**config.mk**
```make
export PLATFORM = sky130hd
export DESIGN_NAME = sync_frame_tx
export DESIGN_NICKNAME = d
export VERILOG_FILES = /design/src/rtl/sync_frame_pkg.sv /design/src/rtl/sync_frame_tx_piso.sv /design/src/rtl/sync_frame_tx.sv
export SDC_FILE = /design/constraint.sdc
export NUM_CORES = 1
export LEC_CHECK = 0
export BUFFER_PORTS_ARGS = -buffer_cell sky130_fd_sc_hd__buf_2
export CORE_ASPECT_RATIO = 1.25
export CORE_MARGIN = 2
export CORE_UTILIZATION = 54
export CTS_CLUSTER_DIAMETER = 60
export DETAILED_ROUTE_END_ITERATION = 6
export PLACE_DENSITY = 0.76
export SETUP_SLACK_MARGIN = 0.3
export SLEW_MARGIN = 15
export SYNTH_ARGS = -nofsm -noshare
export SYNTH_HDL_FRONTEND = slang
export SYNTH_SLANG_ARGS = --single-unit
```
**constraint.sdc**
```tcl
create_clock -name clk -period 2.2 [get_ports clk]
set_clock_uncertainty 0.15 [all_clocks]
set_input_delay 0.33 -clock clk [delete_from_list [all_inputs] [get_ports clk]]
set_output_delay 0.33 -clock clk [all_outputs]
set_load 0.02 [all_outputs]
```
**src/rtl/sync_frame_pkg.sv**
```systemverilog
// Shared framing constants for the sync-word transmitter and its matching detector.
// Holds the preamble pattern, its length and the FSM state encoding.
package sync_frame_pkg;

    localparam logic [4:0] PREAMBLE = 5'b11011;
    localparam int         PRE_LEN  = 5;

    typedef enum logic [1:0] {
        ST_IDLE = 2'd0,
        ST_PRE  = 2'd1,
        ST_DATA = 2'd2,
        ST_GAP  = 2'd3
    } state_t;

    function automatic int max3(input int a, input int b, input int c);
        int m;
        m = (a > b) ? a : b;
        return (m > c) ? m : c;
    endfunction

    // Preamble is sent first-bit-first from the MSB of PREAMBLE.
    function automatic logic pre_bit(input logic [2:0] idx);
        return PREAMBLE[3'(PRE_LEN - 1) - idx];
    endfunction

endpackage

```
**src/rtl/sync_frame_tx_piso.sv**
```systemverilog
// Parallel-load, left-shift register presenting its MSB as the next payload bit.
module frame_piso #(
    parameter int W = 8
) (
    input  logic         clk,
    input  logic         rst,
    input  logic         load,
    input  logic         shift,
    input  logic [W-1:0] din,
    output logic         msb
);

    logic [W-1:0] sr_r;

    // Payload register: load wins over shift, cleared by reset.
    always_ff @(posedge clk or negedge rst) begin
        if (!rst) begin
            sr_r <= {W{1'b0}};
        end else if (load) begin
            sr_r <= din;
        end else if (shift) begin
            sr_r <= sr_r << 1;
        end else begin
            sr_r <= sr_r;
        end
    end

    assign msb = sr_r[W-1];

endmodule

```
**src/rtl/sync_frame_tx.sv**
```systemverilog
// Serial frame transmitter: preamble 11011, payload MSB-first, then GAP_LEN guard zeros.
// All outputs are registered alongside the state so they depend on registered state only.
module sync_frame_tx
    import sync_frame_pkg::*;
#(
    parameter int DATA_W  = 8,
    parameter int GAP_LEN = 2
) (
    input  logic              clk,
    input  logic              rst,
    input  logic              start,
    input  logic [DATA_W-1:0] data,
    output logic              ready,
    output logic              out,
    output logic              busy,
    output logic              done
);

    localparam int CNT_MAX = max3(PRE_LEN, DATA_W, GAP_LEN);
    localparam int CNT_W   = $clog2(CNT_MAX + 1);

    state_t           state_r;
    logic [CNT_W-1:0] cnt_r;
    logic             out_r;
    logic             ready_r;
    logic             busy_r;
    logic             done_r;
    logic             load_s;
    logic             shift_s;
    logic             msb_s;

    // Register strobes: capture on acceptance, advance whenever a payload bit is consumed.
    always_comb begin
        load_s  = 1'b0;
        shift_s = 1'b0;
        case (state_r)
            ST_IDLE: load_s  = start;
            ST_PRE:  shift_s = (cnt_r == CNT_W'(PRE_LEN - 1));
            ST_DATA: shift_s = 1'b1;
            default: begin
                load_s  = 1'b0;
                shift_s = 1'b0;
            end
        endcase
    end

    frame_piso #(.W(DATA_W)) u_piso (
        .clk   (clk),
        .rst   (rst),
        .load  (load_s),
        .shift (shift_s),
        .din   (data),
        .msb   (msb_s)
    );

    // Frame sequencer; out holds the bit for the cycle after each edge.
    always_ff @(posedge clk or negedge rst) begin
        if (!rst) begin
            state_r <= ST_IDLE;
            cnt_r   <= {CNT_W{1'b0}};
            out_r   <= 1'b0;
            ready_r <= 1'b1;
            busy_r  <= 1'b0;
            done_r  <= 1'b0;
        end else begin
            case (state_r)
                ST_IDLE: begin
                    done_r <= 1'b0;
                    cnt_r  <= {CNT_W{1'b0}};
                    if (start) begin
                        state_r <= ST_PRE;
                        out_r   <= pre_bit(3'd0);
                        ready_r <= 1'b0;
                        busy_r  <= 1'b1;
                    end else begin
                        out_r   <= 1'b0;
                        ready_r <= 1'b1;
                        busy_r  <= 1'b0;
                    end
                end
                ST_PRE: begin
                    if (cnt_r == CNT_W'(PRE_LEN - 1)) begin
                        state_r <= ST_DATA;
                        cnt_r   <= {CNT_W{1'b0}};
                        out_r   <= msb_s;
                    end else begin
                        cnt_r <= cnt_r + CNT_W'(1);
                        out_r <= pre_bit(cnt_r[2:0] + 3'd1);
                    end
                end
                ST_DATA: begin
                    if (cnt_r == CNT_W'(DATA_W - 1)) begin
                        state_r <= ST_GAP;
                        cnt_r   <= {CNT_W{1'b0}};
                        out_r   <= 1'b0;
                    end else begin
                        cnt_r <= cnt_r + CNT_W'(1);
                        out_r <= msb_s;
                    end
                end
                ST_GAP: begin
                    out_r <= 1'b0;
                    if (cnt_r == CNT_W'(GAP_LEN - 1)) begin
                        state_r <= ST_IDLE;
                        cnt_r   <= {CNT_W{1'b0}};
                        ready_r <= 1'b1;
                        busy_r  <= 1'b0;
                        done_r  <= 1'b1;
                    end else begin
                        cnt_r <= cnt_r + CNT_W'(1);
                    end
                end
                default: begin
                    state_r <= ST_IDLE;
                    cnt_r   <= {CNT_W{1'b0}};
                    out_r   <= 1'b0;
                    ready_r <= 1'b1;
                    busy_r  <= 1'b0;
                    done_r  <= 1'b0;
                end
            endcase
        end
    end

    assign ready = ready_r;
    assign out   = out_r;
    assign busy  = busy_r;
    assign done  = done_r;

endmodule

```
==> out/metrics.cfg, run 1 <==
[outcome]
outcome = completed

[pwr]
comb_power_share_pct = 60.4
power_density_nw_per_um2 = 1474
p_seq_share_pct = 29.3
peakVddDrop_v = 0.0008326
leakage_nw = 0.6212
p_sw_share_pct = 38.97
p_sw_mw = 0.7495
p_int_mw = 1.174
clkPwrFrac_pct = 10.3

[timing]
worst_slack_ns = 0.1532
finalSetupViolCount = 0
fmax_ghz = 0.4886
final.min_clock_period_ns = 2.047
worstMarginPinSlew_ns = 0.4035
relSlewSlack_pct = 73.04
drv_slew = 0
fin_tns_setup_ns = 0
rsz0062_at_grt = true
post-route-period-util_pct = 93.04
hold_viol = 0

[clock_network]
ctsRootBufferMaster = clkbuf_4
htreeDepth = 1
clock_latency_ns = 0.29
cts_sinks = 18
cts_tree = done
numCtsBuffers = 3
cts_max_path_buffers = 2
clkTransAtPathRegs_ns = 0.10

[logic_synthesis]
synth_nets = 110
synth_compound_area_share_pct = 18.95
synth_cells = 90
seq_area_frac_synth_pct = 45.29
synthAdderAreaFrac_pct = 11.29
ys_async_sr_fraction_pct = 100.0
synthSimpleGateAreaFrac_pct = 18.95
synth_warnings = 0
synth_top_family_by_area = simple AND/OR/NAND/NOR gates
synth_cell_types = 32
yosys.area.top_type = dfrtp_1
yosysMostFrequentCell = dfrtp_1
synthMuxAreaShare_pct = 0
synth_top_area_share_pct = 42.66
synth_xor_area_share_pct = 1.757
synth_seq_cells = 18
synth_area_sq_um = 997.2
synth_top_cells_by_area = dfrtp_1 (43%), ha_1 (11%), a221o_1 (7.0%)
netlist_top_cells_count = dfrtp_1 (17), ha_1 (9), a221o_1 (7), and3_1 (7), inv_1 (6)
synth-edff-count = 0
synthFlopType = dfrtp_1
syn_avg_cell_area_sq_um = 11.08

[floorplanning]
fp.dieArea_sq_um = 2209
pin_count = 15
die_h_um = 52.05
rows = 17
core_sq_um = 1744
die_w_um = 42.44
start_util_pct = 57.17

[setup_path]
critical-path-top-delay-family = compound AO/OA/AOI/OAI gates
required_ns = 2.24
crit_slowest_cell = or4b_4
critPathArrivalTime_ns = 2.09
path_buf_inv = 1
path_cells = buf_6 -> ha_4 -> or4b_4 -> a32oi_4 -> a21oi_2 -> a31o_1
critPathMaxStageDelay_ns = 0.53
end_kind = register
startpoint_type = register
critical_path_class = register to register
cp_max_fo = 4

[grt]
grt_pass1_vias = 890
antenna_found_initial = 0
grt_overflow_total = 0
grt_pass1_wl_um = 3829
grtUsageTotal_pct = 23.06
grt_max_degree = 19

[route]
drc = 0
drtIter0Drc = 8
vias_per_cell = 5.894
routedWlPerCell_um = 15.64
first_pass_iters = 4
ant_nets = 0
wl_um = 2221
via_count = 837

[layout]
diodes = 0
nNetsFinal = 144
drive_gt1_share_pct = 41.46
syn2layout_area_growth_pct = 30.87

[placed_design]
gp_congestion = 0.8443
port_buffers = 14
dpl.hpwl_um = 1559
place_ws_ns = 0.1101

[min_path]
hold_path.class = primary input to register

[job]
maxCapViolations = 0

-- worst paths after layout --
check                            endpoint  cells past startpoint      startpoint  slack, ns
setup reg to reg               state_r[1]                      6      state_r[0]       0.15
hold reg to reg            u_piso.sr_r[6]                      1  u_piso.sr_r[6]       0.37
setup / recovery               state_r[1]                      6      state_r[0]       0.15
hold / removal             u_piso.sr_r[0]                      3         data[0]       0.09
min in group asynchronous      state_r[1]                      2             rst       0.34
max in group asynchronous           ready                      2             rst       1.25
-- stage by stage --
step | std cells | instance area, sq um | total power, mW | util [%] | hold WS, ns
2_1_floorplan | 90 | 1006 | 1.188 | - | -0.1156
3_3_place_gp | 125 | 1115 | 1.406 | 63.92 | 0.1321
3_5_place_dp | 125 | 1115 | 1.443 | 63.92 | 0.1404
4_1_cts | 137 | 1245 | 1.803 | 71.38 | 0.08797
5_1_grt | 142 | 1305 | 2.080 | 74.82 | 0.1142
6_report | 142 | 1305 | 1.923 | 74.82 | 0.08603
-- logic make-up after synthesis --
logic type | after synthesis
simple gates | 30
compound gates | 23
flops | 18
fa+ha+maj | 9
xor+xnor | 2
buf+inv | 8
-- worst reg2reg max path: stages (launching register included) --
cell and delay (ns):
dfrtp_1 0.40, buf_6 0.13, ha_4 0.15, or4b_4 0.53, a32oi_4 0.31, a21oi_2 0.09, a31o_1 0.18
-- flip-flops by register name, indices dropped and copies added, names as in the netlist --
signal       count
state_r          2
done             1
busy             1
cnt_r            4
u_piso.sr_r      8
ready            1
out              1
-- cell type report --
type	instances	area, sq um
inverters	6	22.52
fillers	121	439.2
multi-input cells	64	561.8
clock buffers	4	36.28
well taps	19	23.77
flip-flops and latches	18	452.9
repair buffers	31	207.7
-- routing by layer --
| metal | up-vias | global-route usage, % | wire length [um] |
|---|---|---|---|
| met4 | 0 | 10.42 | 74 |
| met2 | 20 | 42.82 | 1205 |
| met5 | - | 0 | 0 |
| met1 | 407 | 26.34 | 882 |
| li1 | 401 | - | - |
| met3 | 9 | 2.431 | 58 |
-- power by group through the flow --
stage | clock network (mW) | logic [mW] | registers [mW]
3_5_place_dp | 0 | 0.859 | 0.584
6_report | 0.197 | 1.16 | 0.564
5_1_grt | 0.212 | 1.29 | 0.578
3_3_place_gp | 0 | 0.829 | 0.577
4_1_cts | 0.204 | 1.03 | 0.572
2_1_floorplan | 0 | 0.590 | 0.599
-- timing repair --
item	in CTS	in global routing
resized for setup	8	6
endpoints found under the hold margin	17	0
setup buffers	7	5
hold buffers	1	0
endpoints found under the setup margin	12	13
pin swaps	5	6
-- cell usage in the layout (no fill, tap or decap), types with 2 or more instances in the layout --
cell,n
buf_6,2
nand2_1,4
ha_4,3
inv_2,3
nor2_1,3
o21ai_0,4
dfrtp_1,16
nand2b_1,2
a221o_1,7
buf_2,14
nor3b_1,2
a21oi_2,2
ha_1,5
clkbuf_4,3
buf_4,14
a21oi_1,2
inv_1,3
nor3_1,3
and3_1,7
a31oi_1,2
Note: power is estimated with default switching activity, not from simulation.
==> inputs of run 2 (changes only) <==
--- a/config.mk
+++ b/config.mk
@@ -6,11 +6,12 @@
 export NUM_CORES = 1
 export LEC_CHECK = 0
 export BUFFER_PORTS_ARGS = -buffer_cell sky130_fd_sc_hd__buf_2
-export CORE_ASPECT_RATIO = 1.25
+export CAP_MARGIN = 10
 export CORE_MARGIN = 2
 export CORE_UTILIZATION = 54
 export CTS_CLUSTER_DIAMETER = 60
 export DETAILED_ROUTE_END_ITERATION = 6
+export GPL_TIMING_DRIVEN = 0
 export PLACE_DENSITY = 0.76
 export SETUP_SLACK_MARGIN = 0.3
 export SLEW_MARGIN = 15
==> run 2 against run 1 <==
- sequential power increased by 4.4%
- wire length decreased by 2.6%
- sequential share of layout area rose by 0.96 points
- fmax is 0.81% higher
- die area shrank 0.11%
- cell count up 0.70%
- critical path depth stayed put
- critical endpoint unchanged
- largest cell class unchanged
- highest routed layer unchanged
==> out/metrics.cfg, run 2 (same netlist as run 1, synthesis figures left out) <==
[job]
maxCapViolations = 0  ; unchanged

[min_path]
hold_path.class = primary input to register  ; unchanged
hp-start = data[0]  ; unchanged

[outcome]
outcome = completed  ; unchanged

[setup_path]
startpoint_type = register  ; unchanged
r2r_end = state_r[1]  ; unchanged
critPathArrivalTime_ns = 2.07  ; was 2.09 ns
crit_path_start = state_r[1]  ; was state_r[0]
cp_max_fo = 4  ; unchanged
end_kind = register  ; unchanged
critical_path_class = register to register  ; unchanged
crit_path_end = state_r[1]  ; unchanged
r2r-start = state_r[1]  ; was state_r[0]
required_ns = 2.24  ; about the same
r2r_slack_ns = 0.17  ; was 0.15 ns
rr_worst_depth = 6  ; unchanged

[placed_design]
place_area_sq_um = 1107  ; was 1115 sq um
port_buffers = 14  ; unchanged
gp_congestion = 0.7320  ; was 0.8443
dpl.hpwl_um = 1340  ; was 1559 um

[layout]
nFillCells = 124  ; was 121
final-seq-area_sq_um = 452.9  ; unchanged
syn2layout_area_growth_pct = 27.35  ; was 30.87%
drive_gt1_share_pct = 38.14  ; was 41.46%
diodes = 0  ; unchanged
nNetsFinal = 139  ; was 144
multi_input_area_sq_um = 560.5  ; was 561.8 sq um
largest_reg_flops = 8  ; unchanged
final_common_cell = dfrtp_1  ; unchanged
stdcell_area_sq_um = 1270  ; was 1305 sq um
largest_registers = u_piso.sr_r x8, cnt_r x4, state_r x2  ; unchanged
regMostFlops = u_piso.sr_r  ; unchanged
final_cell_mix = dfrtp_1 (16), buf_2 (14), buf_4 (10), and3_1 (7), a221o_1 (7)  ; was dfrtp_1 (16), buf_2 (14), buf_4 (14), and3_1 (7), a221o_1 (7)

[route]
ant_nets = 0  ; unchanged
wl_um = 2163  ; was 2221 um
drc = 0  ; unchanged
first_pass_iters = 4  ; unchanged
vias_per_cell = 5.643  ; was 5.894
drtIter0Drc = 31  ; was 8
routedWlPerCell_um = 15.13  ; was 15.64 um
via_count = 807  ; was 837

[clock_network]
clkTransAtPathRegs_ns = 0.11  ; was 0.10 ns
numCtsBuffers = 3  ; unchanged
clock_latency_ns = 0.29  ; about the same
htreeDepth = 1  ; unchanged
cts_max_path_buffers = 2  ; unchanged
cts_tree = done  ; unchanged
ctsRootBufferMaster = clkbuf_4  ; unchanged
cts_sinks = 18  ; unchanged

[timing]
final.min_clock_period_ns = 2.030  ; was 2.047 ns
post-route-period-util_pct = 92.29  ; was 93.04%
fin_tns_setup_ns = 0  ; unchanged
holdWs_ns = 0.09459  ; was 0.08603 ns
finalSetupViolCount = 0  ; unchanged
hold_viol = 0  ; unchanged
rsz0062_at_grt = true  ; unchanged
relSlewSlack_pct = 72.89  ; was 73.04%
fmax_ghz = 0.4925  ; was 0.4886 GHz
worstMarginPinSlew_ns = 0.4067  ; was 0.4035 ns
drv_slew = 0  ; unchanged

[grt]
grt_overflow_total = 0  ; unchanged
grt_pass1_wl_um = 3325  ; was 3829 um
grt_max_degree = 19  ; unchanged
grt_pass1_vias = 784  ; was 890
antenna_found_initial = 0  ; unchanged
grtUsageTotal_pct = 21.35  ; was 23.06%

[floorplanning]
rows = 15  ; was 17
die_h_um = 46.97  ; was 52.05 um
core_sq_um = 1727  ; was 1744 sq um
start_util_pct = 57.75  ; was 57.17%
die_w_um = 46.97  ; was 42.44 um
pin_count = 15  ; unchanged
fp.dieArea_sq_um = 2206  ; was 2209 sq um

[pwr]
leakage_nw = 0.5996  ; was 0.6212 nW
peakVddDrop_v = 0.0009041  ; was 0.0008326 V
power_density_nw_per_um2 = 1437  ; was 1474 nW/um^2

run 2: cell type report:
class / instances / area share [%]
buffer: 2 / 1.478
inverter: 6 / 1.773
clock buffer: 4 / 2.857
timing repair buffer: 24 / 11.63
multi-input combinational: 64 / 44.14
tap: 25 / 2.463
sequential: 18 / 35.66
run 2: power breakdown:
group,total (mW),switching (mW),internal [mW],leakage (nW)
registers,0.589,0.107,0.482,0.227
logic,1.03,0.521,0.509,0.351
clock network,0.206,0.105,0.101,0.0210
total,1.83,0.733,1.09,0.600
run 2: routing by layer:
| metal | global-route usage [%] | part of all wire [%] |
|---|---|---|
| met2 | 37.81 | 48 |
| met3 | 3.462 | 5.3 |
| met5 | 0 | 0 |
| met4 | 6.667 | 1.2 |
| met1 | 26.51 | 46 |
run 2: worst min-delay path by stage:
stage                     depth (start not counted)  slack, ns        endpoint
after floorplan                                   0      -0.12            busy
after global placement                            1       0.12  u_piso.sr_r[5]
after detailed placement                          1       0.12  u_piso.sr_r[6]
after CTS                                         3        0.1  u_piso.sr_r[0]
after global routing                              2       0.10  u_piso.sr_r[3]
final                                             3       0.09  u_piso.sr_r[0]
run 2: through the flow:
step | worst slack, ns | cells | total power, mW | util [%]
2_1_floorplan | 0.2618 | 90 | 1.188 | -
3_3_place_gp | 0.1648 | 129 | 1.351 | 64.13
3_5_place_dp | 0.1327 | 129 | 1.380 | 64.13
4_1_cts | 0.2035 | 140 | 1.704 | 70.72
5_1_grt | 0.1232 | 143 | 1.963 | 73.55
6_report | 0.1696 | 143 | 1.825 | 73.55
run 2: timing repair:
action | 4_1_cts | 5_1_grt
pin swaps | 4 | 1
setup buffers | 6 | 3
hold endpoints to repair | 17 | 0
endpoints found under the setup margin | 11 | 13
gates resized for setup | 9 | 7
hold buffers | 1 | 0
run 2: worst max-delay path, cell delays in order (launching register included):
cell	delay (ns)
dfrtp_1	0.47
inv_2	0.10
ha_4	0.18
or4b_4	0.50
a32oi_4	0.25
a21oi_2	0.08
a31o_1	0.19
